--- src/rtl/timer_pkg.sv ---
// Shared definitions for the I/O timer bank.
// Holds the per-channel register offsets, CTRL/STATUS bit positions and a
// helper that packs the STATUS byte returned on reads.
package timer_pkg;

    // Per-channel register offsets (addr[1:0])
    localparam logic [1:0] REG_CNT_LO = 2'd0;
    localparam logic [1:0] REG_CNT_HI = 2'd1;
    localparam logic [1:0] REG_CTRL   = 2'd2;
    localparam logic [1:0] REG_STAT   = 2'd3;

    // CTRL bit indices
    localparam int EN       = 0;
    localparam int PERIODIC = 1;
    localparam int IE       = 2;
    localparam int TOGGLE   = 3;

    // STATUS bit indices
    localparam int PEND = 0;
    localparam int RUN  = 1;

    // Pack PEND/RUN into the STATUS read byte, upper bits read as zero
    function automatic logic [7:0] stat_byte(input logic pend, input logic run);
        logic [7:0] b;
        b       = 8'd0;
        b[PEND] = pend;
        b[RUN]  = run;
        return b;
    endfunction

endpackage

--- src/rtl/timer_channel.sv ---
// One programmable down-counter channel of the I/O timer bank.
// Ports:
//   clk, rst_n  : clock and synchronous active-low reset
//   tick        : count-enable strobe
//   wr_en/rd_en : single-cycle bus write/read pulses already decoded for this channel
//   reg_sel     : register offset within the channel
//   din         : write data
//   rdata       : combinational read data of the selected register
//   out         : timer output (pulse or toggle), registered
//   irq         : PEND & IE, registered
//   pend_ie     : unregistered PEND & IE, lets the top register irq_any in step with irq
module timer_channel
    import timer_pkg::*;
#(
    parameter int CNT_W = 16
) (
    input  logic       clk,
    input  logic       rst_n,
    input  logic       tick,
    input  logic       wr_en,
    input  logic       rd_en,
    input  logic [1:0] reg_sel,
    input  logic [7:0] din,
    output logic [7:0] rdata,
    output logic       out,
    output logic       irq,
    output logic       pend_ie
);

    localparam int HW = CNT_W - 8;

    logic [CNT_W-1:0] reload_r;
    logic [CNT_W-1:0] count_r;
    logic [3:0]       ctrl_r;
    logic             pend_r;
    logic [HW-1:0]    shadow_r;
    logic             latched_r;
    logic             out_r;
    logic             irq_r;

    logic ctrl_wr_s;
    logic stat_wr_s;
    logic en_rise_s;
    logic run_s;
    logic expire_s;

    assign ctrl_wr_s = wr_en & (reg_sel == REG_CTRL);
    assign stat_wr_s = wr_en & (reg_sel == REG_STAT);
    assign en_rise_s = ctrl_wr_s & din[EN] & ~ctrl_r[EN];
    // A same-cycle CTRL write that clears EN suppresses both decrement and expiry
    assign run_s     = ctrl_r[EN] & ~(ctrl_wr_s & ~din[EN]);
    assign expire_s  = tick & run_s & (count_r == CNT_W'(1));

    assign out     = out_r;
    assign irq     = irq_r;
    assign pend_ie = pend_r & ctrl_r[IE];

    // Channel state: reload, ctrl, count, pend, output, irq and readback shadow
    always_ff @(posedge clk) begin
        if (!rst_n) begin
            reload_r  <= '0;
            count_r   <= '0;
            ctrl_r    <= 4'd0;
            pend_r    <= 1'b0;
            shadow_r  <= '0;
            latched_r <= 1'b0;
            out_r     <= 1'b0;
            irq_r     <= 1'b0;
        end else begin
            if (wr_en && reg_sel == REG_CNT_LO) begin
                reload_r[7:0] <= din;
            end
            if (wr_en && reg_sel == REG_CNT_HI) begin
                reload_r[CNT_W-1:8] <= din[HW-1:0];
            end

            // One-shot expiry clears EN even if a CTRL write lands in the same cycle
            if (expire_s && !ctrl_r[PERIODIC]) begin
                ctrl_r <= ctrl_wr_s ? {din[3:1], 1'b0} : {ctrl_r[3:1], 1'b0};
            end else if (ctrl_wr_s) begin
                ctrl_r <= din[3:0];
            end

            // Load on EN rise has priority over any tick in that cycle
            if (en_rise_s) begin
                count_r <= reload_r;
            end else if (expire_s) begin
                count_r <= ctrl_r[PERIODIC] ? reload_r : '0;
            end else if (tick && run_s) begin
                count_r <= count_r - CNT_W'(1);
            end

            // Expiry beats a simultaneous write-1-to-clear
            if (expire_s) begin
                pend_r <= 1'b1;
            end else if (stat_wr_s && din[PEND]) begin
                pend_r <= 1'b0;
            end

            if (expire_s) begin
                out_r <= ctrl_r[TOGGLE] ? ~out_r : 1'b1;
            end else if (!ctrl_r[TOGGLE]) begin
                out_r <= 1'b0;
            end

            irq_r <= pend_r & ctrl_r[IE];

            // Low-byte read snapshots the high byte so a 16-bit read is coherent
            if (rd_en && reg_sel == REG_CNT_LO) begin
                shadow_r  <= count_r[CNT_W-1:8];
                latched_r <= 1'b1;
            end else if (rd_en && reg_sel == REG_CNT_HI) begin
                latched_r <= 1'b0;
            end
        end
    end

    // Read mux for the selected register of this channel
    always_comb begin
        case (reg_sel)
            REG_CNT_LO: rdata = count_r[7:0];
            REG_CNT_HI: rdata = latched_r ? 8'(shadow_r) : 8'(count_r[CNT_W-1:8]);
            REG_CTRL:   rdata = {4'd0, ctrl_r};
            REG_STAT:   rdata = stat_byte(pend_r, ctrl_r[EN]);
            default:    rdata = 8'd0;
        endcase
    end

endmodule

--- src/rtl/io_timer_bank.sv ---
// Multi-channel programmable interval timer on the 8088 I/O bus.
// Ports:
//   clk, rst_n        : clock and synchronous active-low reset
//   tick              : count-enable strobe shared by all channels
//   cs_n, rd_n, wr_n  : active-low bus strobes, held for several clocks
//   addr              : {channel, reg[1:0]}
//   din / dout        : write data / registered read data
//   out, irq          : per-channel timer output and interrupt request
//   irq_any           : OR of all irq lines, registered alongside irq
module io_timer_bank
    import timer_pkg::*;
#(
    parameter int NCH   = 4,
    parameter int CNT_W = 16,
    parameter int AW    = $clog2(NCH) + 2
) (
    input  logic           clk,
    input  logic           rst_n,
    input  logic           tick,
    input  logic           cs_n,
    input  logic           rd_n,
    input  logic           wr_n,
    input  logic [AW-1:0]  addr,
    input  logic [7:0]     din,
    output logic [7:0]     dout,
    output logic [NCH-1:0] out,
    output logic [NCH-1:0] irq,
    output logic           irq_any
);

    localparam int CH_W = (AW > 2) ? AW - 2 : 1;

    logic [CH_W-1:0] ch_idx_s;
    logic            rd_act_s;
    logic            wr_act_s;
    logic            rd_prev_r;
    logic            wr_prev_r;
    logic            rd_pulse_s;
    logic            wr_pulse_s;
    logic [7:0]      ch_rdata_s [NCH];
    logic [NCH-1:0]  pend_ie_s;
    logic [7:0]      rd_mux_s;

    if (AW > 2) begin : g_idx
        assign ch_idx_s = addr[AW-1:2];
    end else begin : g_idx_single
        assign ch_idx_s = 1'b0;
    end

    assign rd_act_s   = ~cs_n & ~rd_n;
    assign wr_act_s   = ~cs_n & ~wr_n;
    // Strobes are level-held, so only the first active cycle acts
    assign rd_pulse_s = rd_act_s & ~rd_prev_r;
    assign wr_pulse_s = wr_act_s & ~wr_prev_r;

    // Previous-cycle strobe levels for edge detection
    always_ff @(posedge clk) begin
        if (!rst_n) begin
            rd_prev_r <= 1'b0;
            wr_prev_r <= 1'b0;
        end else begin
            rd_prev_r <= rd_act_s;
            wr_prev_r <= wr_act_s;
        end
    end

    for (genvar g = 0; g < NCH; g++) begin : g_ch
        timer_channel #(
            .CNT_W (CNT_W)
        ) u_ch (
            .clk     (clk),
            .rst_n   (rst_n),
            .tick    (tick),
            .wr_en   (wr_pulse_s & (ch_idx_s == CH_W'(g))),
            .rd_en   (rd_pulse_s & (ch_idx_s == CH_W'(g))),
            .reg_sel (addr[1:0]),
            .din     (din),
            .rdata   (ch_rdata_s[g]),
            .out     (out[g]),
            .irq     (irq[g]),
            .pend_ie (pend_ie_s[g])
        );
    end

    // Channel select for reads; indices with no channel read as zero
    always_comb begin
        rd_mux_s = 8'd0;
        for (int i = 0; i < NCH; i++) begin
            rd_mux_s = rd_mux_s | ((ch_idx_s == CH_W'(i)) ? ch_rdata_s[i] : 8'd0);
        end
    end

    // Registered read data and combined interrupt
    always_ff @(posedge clk) begin
        if (!rst_n) begin
            dout    <= 8'd0;
            irq_any <= 1'b0;
        end else begin
            if (rd_act_s) begin
                dout <= rd_mux_s;
            end
            irq_any <= |pend_ie_s;
        end
    end

endmodule
--- config.mk ---
export PLATFORM = sky130hd
export DESIGN_NAME = io_timer_bank
export DESIGN_NICKNAME = d
export VERILOG_FILES = /design/src/rtl/timer_pkg.sv /design/src/rtl/timer_channel.sv /design/src/rtl/io_timer_bank.sv
export SDC_FILE = /design/constraint.sdc
export NUM_CORES = 1
export LEC_CHECK = 0
export CORE_AREA = 4 4 142 144
export CTS_BUF_LIST = sky130_fd_sc_hd__clkbuf_16
export DETAILED_ROUTE_END_ITERATION = 8
export DIE_AREA = 0 0 146 148
export HOLD_SLACK_MARGIN = 0.03
export MAX_ROUTING_LAYER = met4
export PLACE_DENSITY_LB_ADDON = 0.1
export RECOVER_POWER = 25
export SYNTH_ARGS = -nofsm -noshare
export SYNTH_HDL_FRONTEND = slang
export SYNTH_SLANG_ARGS = --single-unit
--- constraint.sdc ---
create_clock -name clk -period 2.7 [get_ports clk]
set_input_delay 0.54 -clock clk [delete_from_list [all_inputs] [get_ports clk]]
set_output_delay 0.54 -clock clk [all_outputs]
set_load 0.01 [all_outputs]
## After elaboration in Yosys (flattened, before gate mapping)

Index checks and enable logic that the tools add are counted.

- $add $sub $neg: 4
- Equality and inequality tests: 14
- Multiplexer cells: 68
- Bitwise logic cells: 69
- Reductions and logical operators: 51

Operator list:

| cell | count |
|---|---|
| $mux W16 | 16 |
| $pmux W8 S4 | 4 |
| $eq A16 B1 Y1 const B | 4 |
| $mux W8 | 8 |
| $sub A16 B1 Y16 const B | 4 |
| $and A1 B1 Y1 | 48 |
| $mux W4 | 12 |
| $logic_and A1 B1 Y1 | 28 |
| $mux W1 | 28 |
| $or A8 B8 Y8 | 3 |
| $reduce_bool A2 Y1 | 12 |
| $not A1 Y1 | 18 |
| $reduce_bool A3 Y1 | 4 |
| $eq A2 B2 Y1 const B | 4 |
| $ne A2 B2 Y1 const B | 4 |
| $eq A2 B1 Y1 const B | 2 |
| $logic_not A1 Y1 | 4 |
| $logic_not A2 Y1 | 2 |
| $reduce_or A4 Y1 | 1 |

- Flip-flop bits (word level): 203
- Input bits: 18
- Word-level logic and storage cells: 250

## Depth between registers and ports, before layout

Gate-level depths: netlist of the first run.

- Depth in word-level cells: 12
- Gate-level depth with buffers: 9
- Mapped depth without buffers: 7

## By module

From an unflattened synthesis of the first run, not the netlist that was laid out.

- Cell total of the unflattened synthesis: 1227
- Area, all modules: 10923.0 um^2

Modules (own cells, without submodules):

| module | times used | cells an instance | area an instance (um^2) |
|---|---|---|---|
| timer_channel at g_ch[3].u_ch | 1 | 291 | 2598.7 |
| timer_channel at g_ch[0].u_ch | 1 | 283 | 2544.9 |
| timer_channel at g_ch[1].u_ch | 1 | 292 | 2544.9 |
| timer_channel at g_ch[2].u_ch | 1 | 291 | 2526.2 |
| io_timer_bank | 1 | 70 | 708.2 |

## Worst setup path before layout of the first run

Ideal clock, no wire load.

- Path type: input -> register
- From: input port wr_n
- To: register g_ch[1].u_ch.count_r[14]
- Library setup time: 0.136 ns
- Data arrival time: 2.170 ns
- Slack: 0.394 ns
- Stages on the path: 7
- Path buffers: 2
- Cell sequence: or3_1 buf_2 nor4_4 nor2_1 buf_2 a22oi_1 o32ai_1

- Word-level cells in the longest chain between the ends: 12
- Elaborated cells between the ends (all ways): 16
- Those cells by class: 2 x mux; 12 x bitwise; 2 x reduce/logical

RTL lines:

| element | line | RTL |
|---|---|---|
| from (decl) | io_timer_bank.sv:22 | `input logic wr_n,` |
| $not A1 Y1 (*) | io_timer_bank.sv:51 | `assign wr_act_s = ~cs_n & ~wr_n;` |
| $and A1 B1 Y1 (*) | io_timer_bank.sv:51 |  |
| $and A1 B1 Y1 (*) | io_timer_bank.sv:54 | `assign wr_pulse_s = wr_act_s & ~wr_prev_r;` |
| $and A1 B1 Y1 (*) | io_timer_bank.sv:74 | `.wr_en (wr_pulse_s & (ch_idx_s == CH_W'(g))),` |
| $and A1 B1 Y1 (*) | timer_channel.sv:47 | `assign ctrl_wr_s = wr_en & (reg_sel == REG_CTRL);` |
| $and A1 B1 Y1 | timer_channel.sv:51 | `assign run_s = ctrl_r[EN] & ~(ctrl_wr_s & ~din[EN]);` |
| $not A1 Y1 | timer_channel.sv:51 |  |
| $and A1 B1 Y1 | timer_channel.sv:51 |  |
| $and A1 B1 Y1 (2 in series) | timer_channel.sv:52 | `assign expire_s = tick & run_s & (count_r == CNT_W'(1));` |
| $mux W16 | timer_channel.sv:87 | `end else if (expire_s) begin` |
| $mux W16 | timer_channel.sv:85 | `if (en_rise_s) begin` |
| to (signal assigned) | timer_channel.sv:86 | `count_r <= reload_r;` |
| to (signal assigned) | timer_channel.sv:88 | `count_r <= ctrl_r[PERIODIC] ? reload_r : '0;` |
| to (signal assigned) | timer_channel.sv:90 | `count_r <= count_r - CNT_W'(1);` |
| to (decl) | timer_channel.sv:33 | `logic [CNT_W-1:0] count_r;` |

Every way passes the cells marked *; elsewhere a longest branch is shown, timed or not.
A chain may end at the register's enable or synchronous reset.

## Worst setup path after layout of the first run

- From: input port rst_n
- To: register g_ch[2].u_ch.count_r[12]

RTL lines:

| element | line | RTL |
|---|---|---|
| from (decl) | io_timer_bank.sv:18 | `input logic rst_n,` |
| to (signal assigned) | timer_channel.sv:86 |  |
| to (signal assigned) | timer_channel.sv:88 |  |
| to (signal assigned) | timer_channel.sv:90 |  |
| to (decl) | timer_channel.sv:33 |  |

No word-level cell between the ends.

==> reports/qor.yml, run 1 <==
clock_network:
  post_cts_resize_count: 0
  cts-buffers-inserted: 23
  cts_setup_buffers: 0
  htree_num_levels: 1
  clock-root-buffer: "clkbuf_16"
  tritoncts: "done"
  clock_latency_ns: 0.52
  cts_sinks: 203
  clockBufferDepth: 3
  clkTransAtPathRegs_ns: 0.06
  postCtsHoldBufs: 0
synthesis:
  yosysWarnings: 0
  synth_most_common_cell: "dfxtp_1"
  synth-edff-count: 0
  synth_cell_types: 74
  mappedNetlistArea_mm2: 0.0111
  synth_fa_ha_area_share_pct: 0.899
  synth.largest_area_cell: "dfxtp_1"
  synthTopCellsByCount: "203 x dfxtp_1, 176 x nand2_1, 170 x a21oi_1"
  ys.flop_type: "dfxtp_1"
  synth.ff_latch_count: 203
  muxShareOfSynthArea_pct: 7.72
  ys_seq_area_share_pct: 36.5
  yosys-top-cells-area: "dfxtp_1 37%, a21oi_1 7.6%, mux2i_1 6.2%"
  synth_top_family_by_area: "compound AO/OA/AOI/OAI gates"
  synth-compound-area-share_pct: 23.7
  synth_xor_area_share_pct: 2.67
  mappedNetlistNets: 1430
  syn_area_per_cell_um2: 7.93
  async_reset_ff_share_pct: 0
  synth_top_area_share_pct: 36.5
  yosys.area_share.simple_pct: 22.8
  syn_inst: 1404
floorplan:
  core_area_mm2: 0.0187
  dieArea_mm2: 0.0216
  die-height_um: 148
  initial_utilization_pct: 59.5
  pin_count: 35
  die_x_um: 146
  rows: 50
detailed_routing:
  drc: 0
  first_pass_iters: 5
  ant_nets: 0
  vias: 11031
  via_per_inst: 6.59
  avgRoutedWirePerCell_um: 21.4
  finalWirelength_mm: 35.7
  drtIter0Drc: 1295
setup_path:
  crit_fanout: 87
  worstPathCellList: "dlygate4sd3_1 > inv_2 > clkbuf_2 > a31oi_1"
  slowest_stage: "inv_2"
  critPathBufInv: 3
  crit_type: "in -> reg"
  worst_path_largest_cell_delay_ns: 1.12
  cp.required_ns: 3.09
  crit_family: "buffers and inverters"
  arrival_ns: 2.88
  cp-start-kind: "primary input"
  critPathCaptureType: "register"
final_layout:
  drive_gt1_share_pct: 11.6
  antenna_cells: 0
  area_growth_pct: 13.7
  fin_nets: 1450
  fill_cells: 1601
timing:
  fmax_mhz: 401
  finalSetupTns_ns: 0
  rsz0062_at_grt: "false"
  skew_ns: 0.0156
  maxSlewHeadroom_pct: -7.74
  period_minus_slack_ns: 2.49
  hold_viol_final: 0
  drv_slew: 88
  worst_slew_pin_slew_ns: 1.62
  fin_crit_sh_pct: 92.3
  finalSetupViolations: 0
job:
  cap_violations: 1
power:
  finalPower_mw: 6.43
  p_leak_nw: 4.68
  ir_worst_vdd_v: 0.000509
  cellPowerDensity_mw_per_mm2: 508
min_path:
  hold_class: "reg -> reg"
status:
  violations: "max-capacitance violations, max-slew violations"
  outcome: "finished with violations"
placement:
  place_congestion: 0.978
  dp_hpwl_mm: 24.4
  portBuffers: 34
grt:
  grt_max_degree: 88
  grt_usage_pct: 33.1
  grt_pass1_wl_mm: 56.7
  grt_pass1_vias: 10056
  antenna_found_initial: 0
  grt_overflow: 0
-- where the power goes --
| part | leakage (nW) | switching, mW | internal (mW) |
|---|---|---|---|
| Clock | 0.350 | 1.26 | 1.63 |
| Combinational | 2.69 | 0.315 | 0.171 |
| Sequential | 1.64 | 0.0276 | 3.02 |
-- worst reg2reg max path, cell delays in order, from the launching register on --
cell and delay, ns:
dfxtp_1 0.52, ha_1 0.24, nor4b_1 0.33, and4_1 0.59, buf_4 0.22, and3_1 0.16, o22ai_1 0.07, a21oi_1 0.13
-- state kept, by name, indices dropped and copies added, names as in the netlist, 4 cells and up --
signal,cells
dout,8
g_ch.u_ch.count_r,64
g_ch.u_ch.ctrl_r,16
g_ch.u_ch.irq,4
g_ch.u_ch.latched_r,4
g_ch.u_ch.out,4
g_ch.u_ch.pend_r,4
g_ch.u_ch.reload_r,64
g_ch.u_ch.shadow_r,32
-- logic make-up (layout without fill, tap and decap cells) --
| kind of cell | count (synthesis) | after routing |
|---|---|---|
| fa+ha+maj | 8 | 8 |
| compound gates | 415 | 415 |
| simple gates | 511 | 511 |
| flops | 203 | 203 |
| buf+inv | 152 | 187 |
| mux | 81 | 81 |
| xor+xnor | 34 | 34 |
-- worst paths after layout --
path,slack (ns),startpoint,depth (start not counted),end
worst max-delay path,0.21,rst_n,4,g_ch[2].u_ch.count_r[12]$_SDFFE_PN0P_
worst min register to register,0.46,g_ch[2].u_ch.reload_r[10]$_SDFFE_PN0P_,2,g_ch[2].u_ch.reload_r[10]$_SDFFE_PN0P_
worst max register to register,0.37,g_ch[1].u_ch.count_r[0]$_SDFFE_PN0P_,7,g_ch[1].u_ch.count_r[0]$_SDFFE_PN0P_
worst min-delay path,0.46,g_ch[2].u_ch.reload_r[10]$_SDFFE_PN0P_,2,g_ch[2].u_ch.reload_r[10]$_SDFFE_PN0P_
-- final cells by class --
| cell class | instances | area, um^2 | share of cell area, % |
|---|---|---|---|
| repair buffers | 131 | 1130 | 8.90 |
| clock buffers | 23 | 576 | 4.55 |
| inverters | 16 | 60.1 | 0.475 |
| well taps | 234 | 293 | 2.31 |
| clock inverters | 17 | 103 | 0.811 |
| multi-input cells | 1049 | 6430 | 50.8 |
| flip-flops and latches | 203 | 4060 | 32.1 |
-- per-layer routing --
layer | track usage (%) | vias to the layer above | wire (um)
met2 | 50.5 | 519 | 16100
met4 | 7.95 | 0 | 896
met5 | - | - | 0
met1 | 46.5 | 5274 | 15500
li1 | - | 5166 | -
met3 | 5.21 | 72 | 3190
-- metrics by stage --
step / cells / utilization [%] / hold slack [ns] / setup WS [ns] / cell area [um^2]
final: 1673 / 67.7 / 0.462 / 0.209 / 12700
after global routing: 1673 / 67.7 / 0.476 / 0.109 / 12700
after CTS: 1673 / 67.8 / 0.459 / 0.256 / 12700
after detailed placement: 1633 / 64.1 / 0.451 / -0.272 / 12000
after global placement: 1633 / 64.1 / 0.442 / -0.236 / 12000
after floorplan: 1404 / - / 0.432 / 0.394 / 11100
-- cell usage in the layout (no fill, tap or decap), drive strengths merged, types with 18 or more instances in the layout --
cell type,netlist,final
a22oi,27,27
a31oi,30,30
nor2,98,98
nand3,106,106
clkbuf,103,28
o21ai,50,50
buf,33,92
mux2i,69,69
nor4,21,21
a21oi,170,170
nor3,28,28
a211oi,23,23
inv,16,22
a22o,18,18
dfxtp,203,203
nand2,176,176
dlygate4sd3,0,19
xnor2,18,18
No activity file was read; power rests on OpenSTA's default activity.
==> run 2, diff against run 1 <==
CAP_MARGIN = 10   (was unset)
SETUP_SLACK_MARGIN = 0.2   (was unset)
==> run 2 against run 1 <==
- the flow still finishes with violations (max-capacitance violations, max-slew violations)
- die area unchanged
- combinational power barely moved
- flip-flop and latch count did not move
- cell count stayed put
- critical path depth unchanged
- maximum frequency rose by 0.77%
- non-clock buffer count did not move
- via count decreased by 0.40%
- wire length shrank 0.12%
- critical path type unchanged
- highest routed layer unchanged
==> reports/qor.yml, run 2 (synthesized netlist as in run 1, its figures left out) <==
grt:
  grt_pass1_vias: 10056
  antenna_found_initial: 0
  grt_max_degree: 88
  grt_overflow: 0
  grt_pass1_wl_mm: 56.7
  grt_usage_pct: 33.1
floorplan:
  core_area_mm2: 0.0187
  dieArea_mm2: 0.0216
  rows: 50
  initial_utilization_pct: 59.5
  die-height_um: 148
  pin_count: 35
  die_x_um: 146
detailed_routing:
  drtIter0Drc: 1288
  first_pass_iters: 6
  ant_nets: 0
  avgRoutedWirePerCell_um: 21.3
  vias: 10987
  via_per_inst: 6.57
  finalWirelength_mm: 35.7
  drc: 0
final_layout:
  layout_common_cells: "203 x dfxtp_1, 176 x nand2_1, 170 x a21oi_1"
  fin_nets: 1450
  final_common_cell: "dfxtp_1"
  antenna_cells: 0
  top_regs: "g_ch.u_ch.count_r (64), g_ch.u_ch.reload_r (64), g_ch.u_ch.shadow_r (32)"
  final_cells: 1673
  drive_gt1_share_pct: 11.7
  fill_cells: 1600
  final_core_util_pct: 67.7
  area_growth_pct: 13.7
timing:
  setup_ws_ns: 0.228
  hold_viol_final: 0
  skew_ns: 0.0171
  period_minus_slack_ns: 2.47
  fmax_mhz: 404
  rsz0062_at_grt: "false"
  fin_crit_sh_pct: 91.6
  worst_slew_pin_slew_ns: 1.60
  maxSlewHeadroom_pct: -6.43
  drv_slew: 88
  whs_ns: 0.462
  finalSetupViolations: 0
clock_network:
  htree_num_levels: 1
  postCtsHoldBufs: 0
  cts_setup_buffers: 0
  tritoncts: "done"
  clockBufferDepth: 3
  clock-root-buffer: "clkbuf_16"
  cts_sinks: 203
  post_cts_resize_count: 0
  cts-buffers-inserted: 23
  clock_latency_ns: 0.53
  clkTransAtPathRegs_ns: 0.06
job:
  cap_violations: 1
setup_path:
  crit_fanout: 87
  critPathCaptureType: "register"
  cp-start-kind: "primary input"
  crit_type: "in -> reg"
  arrival_ns: 2.87
  reg2regPathDepth: 7
  cp.required_ns: 3.09
status:
  outcome: "finished with violations"
  violations: "max-capacitance violations, max-slew violations"
power:
  p_leak_nw: 4.68
  cellPowerDensity_mw_per_mm2: 508
  finalPower_mw: 6.43
  ir_worst_vdd_v: 0.000509
placement:
  place_congestion: 0.978
  portBuffers: 34
  dp_cells: 1633
  dp_hpwl_mm: 24.4
  preCtsSetupSlack_ns: -0.272
min_path:
  hold_class: "reg -> reg"
  min_path_cells: 2
[run 2: changes by cell type in the layout (fill, tap and decap cells not counted)]
cell / delta
nor2_2: +1
clkbuf_1: -1
nor2_1: -1
buf_4: +1
[run 2: power by group]
group | leakage (nW) | switching [mW] | internal [mW]
combinational | 2.69 | 0.313 | 0.172
sequential | 1.64 | 0.0276 | 3.02
clock | 0.350 | 1.27 | 1.63
[run 2: worst paths after layout]
kind                                                        startpoint                                      to  slack [ns]
worst min register to register  g_ch[2].u_ch.reload_r[10]$_SDFFE_PN0P_  g_ch[2].u_ch.reload_r[10]$_SDFFE_PN0P_        0.46
worst max-delay path                                             rst_n   g_ch[2].u_ch.count_r[12]$_SDFFE_PN0P_        0.23
worst min-delay path            g_ch[2].u_ch.reload_r[10]$_SDFFE_PN0P_  g_ch[2].u_ch.reload_r[10]$_SDFFE_PN0P_        0.46
worst max register to register    g_ch[1].u_ch.count_r[0]$_SDFFE_PN0P_    g_ch[1].u_ch.count_r[8]$_SDFFE_PN0P_        0.36
[run 2: critical path, stage by stage]
cell,delay [ns]
dlygate4sd3_1,0.56
inv_2,1.10
clkbuf_2,0.50
a31oi_1,0.08
[run 2: final cells by class]
class                           instances  area (um^2)  area share [%]
Inverter                               16         60.1           0.474
Tap cell                              234          293            2.31
Clock inverter                         17          103           0.810
Sequential cell                       203         4060            32.1
Multi-Input combinational cell       1049         6440            50.8
Timing Repair Buffer                  131         1130            8.92
Clock buffer                           23          576            4.55
[run 2: layer usage]
metal  GRT usage [%]  up-vias  wire (um)
met5               -        -          0
met4            7.95        0       1020
met3            5.21       80       3370
met2            50.5      503      15900
met1            46.5     5241      15400
li1                -     5163          -
[run 2: stage by stage]
step                      instance area (um^2)  setup TNS, ns
after floorplan                          11100              0
after global placement                   12000          -3.97
after detailed placement                 12000          -6.55
after CTS                                12700              0
after global routing                     12700              0
final                                    12700              0
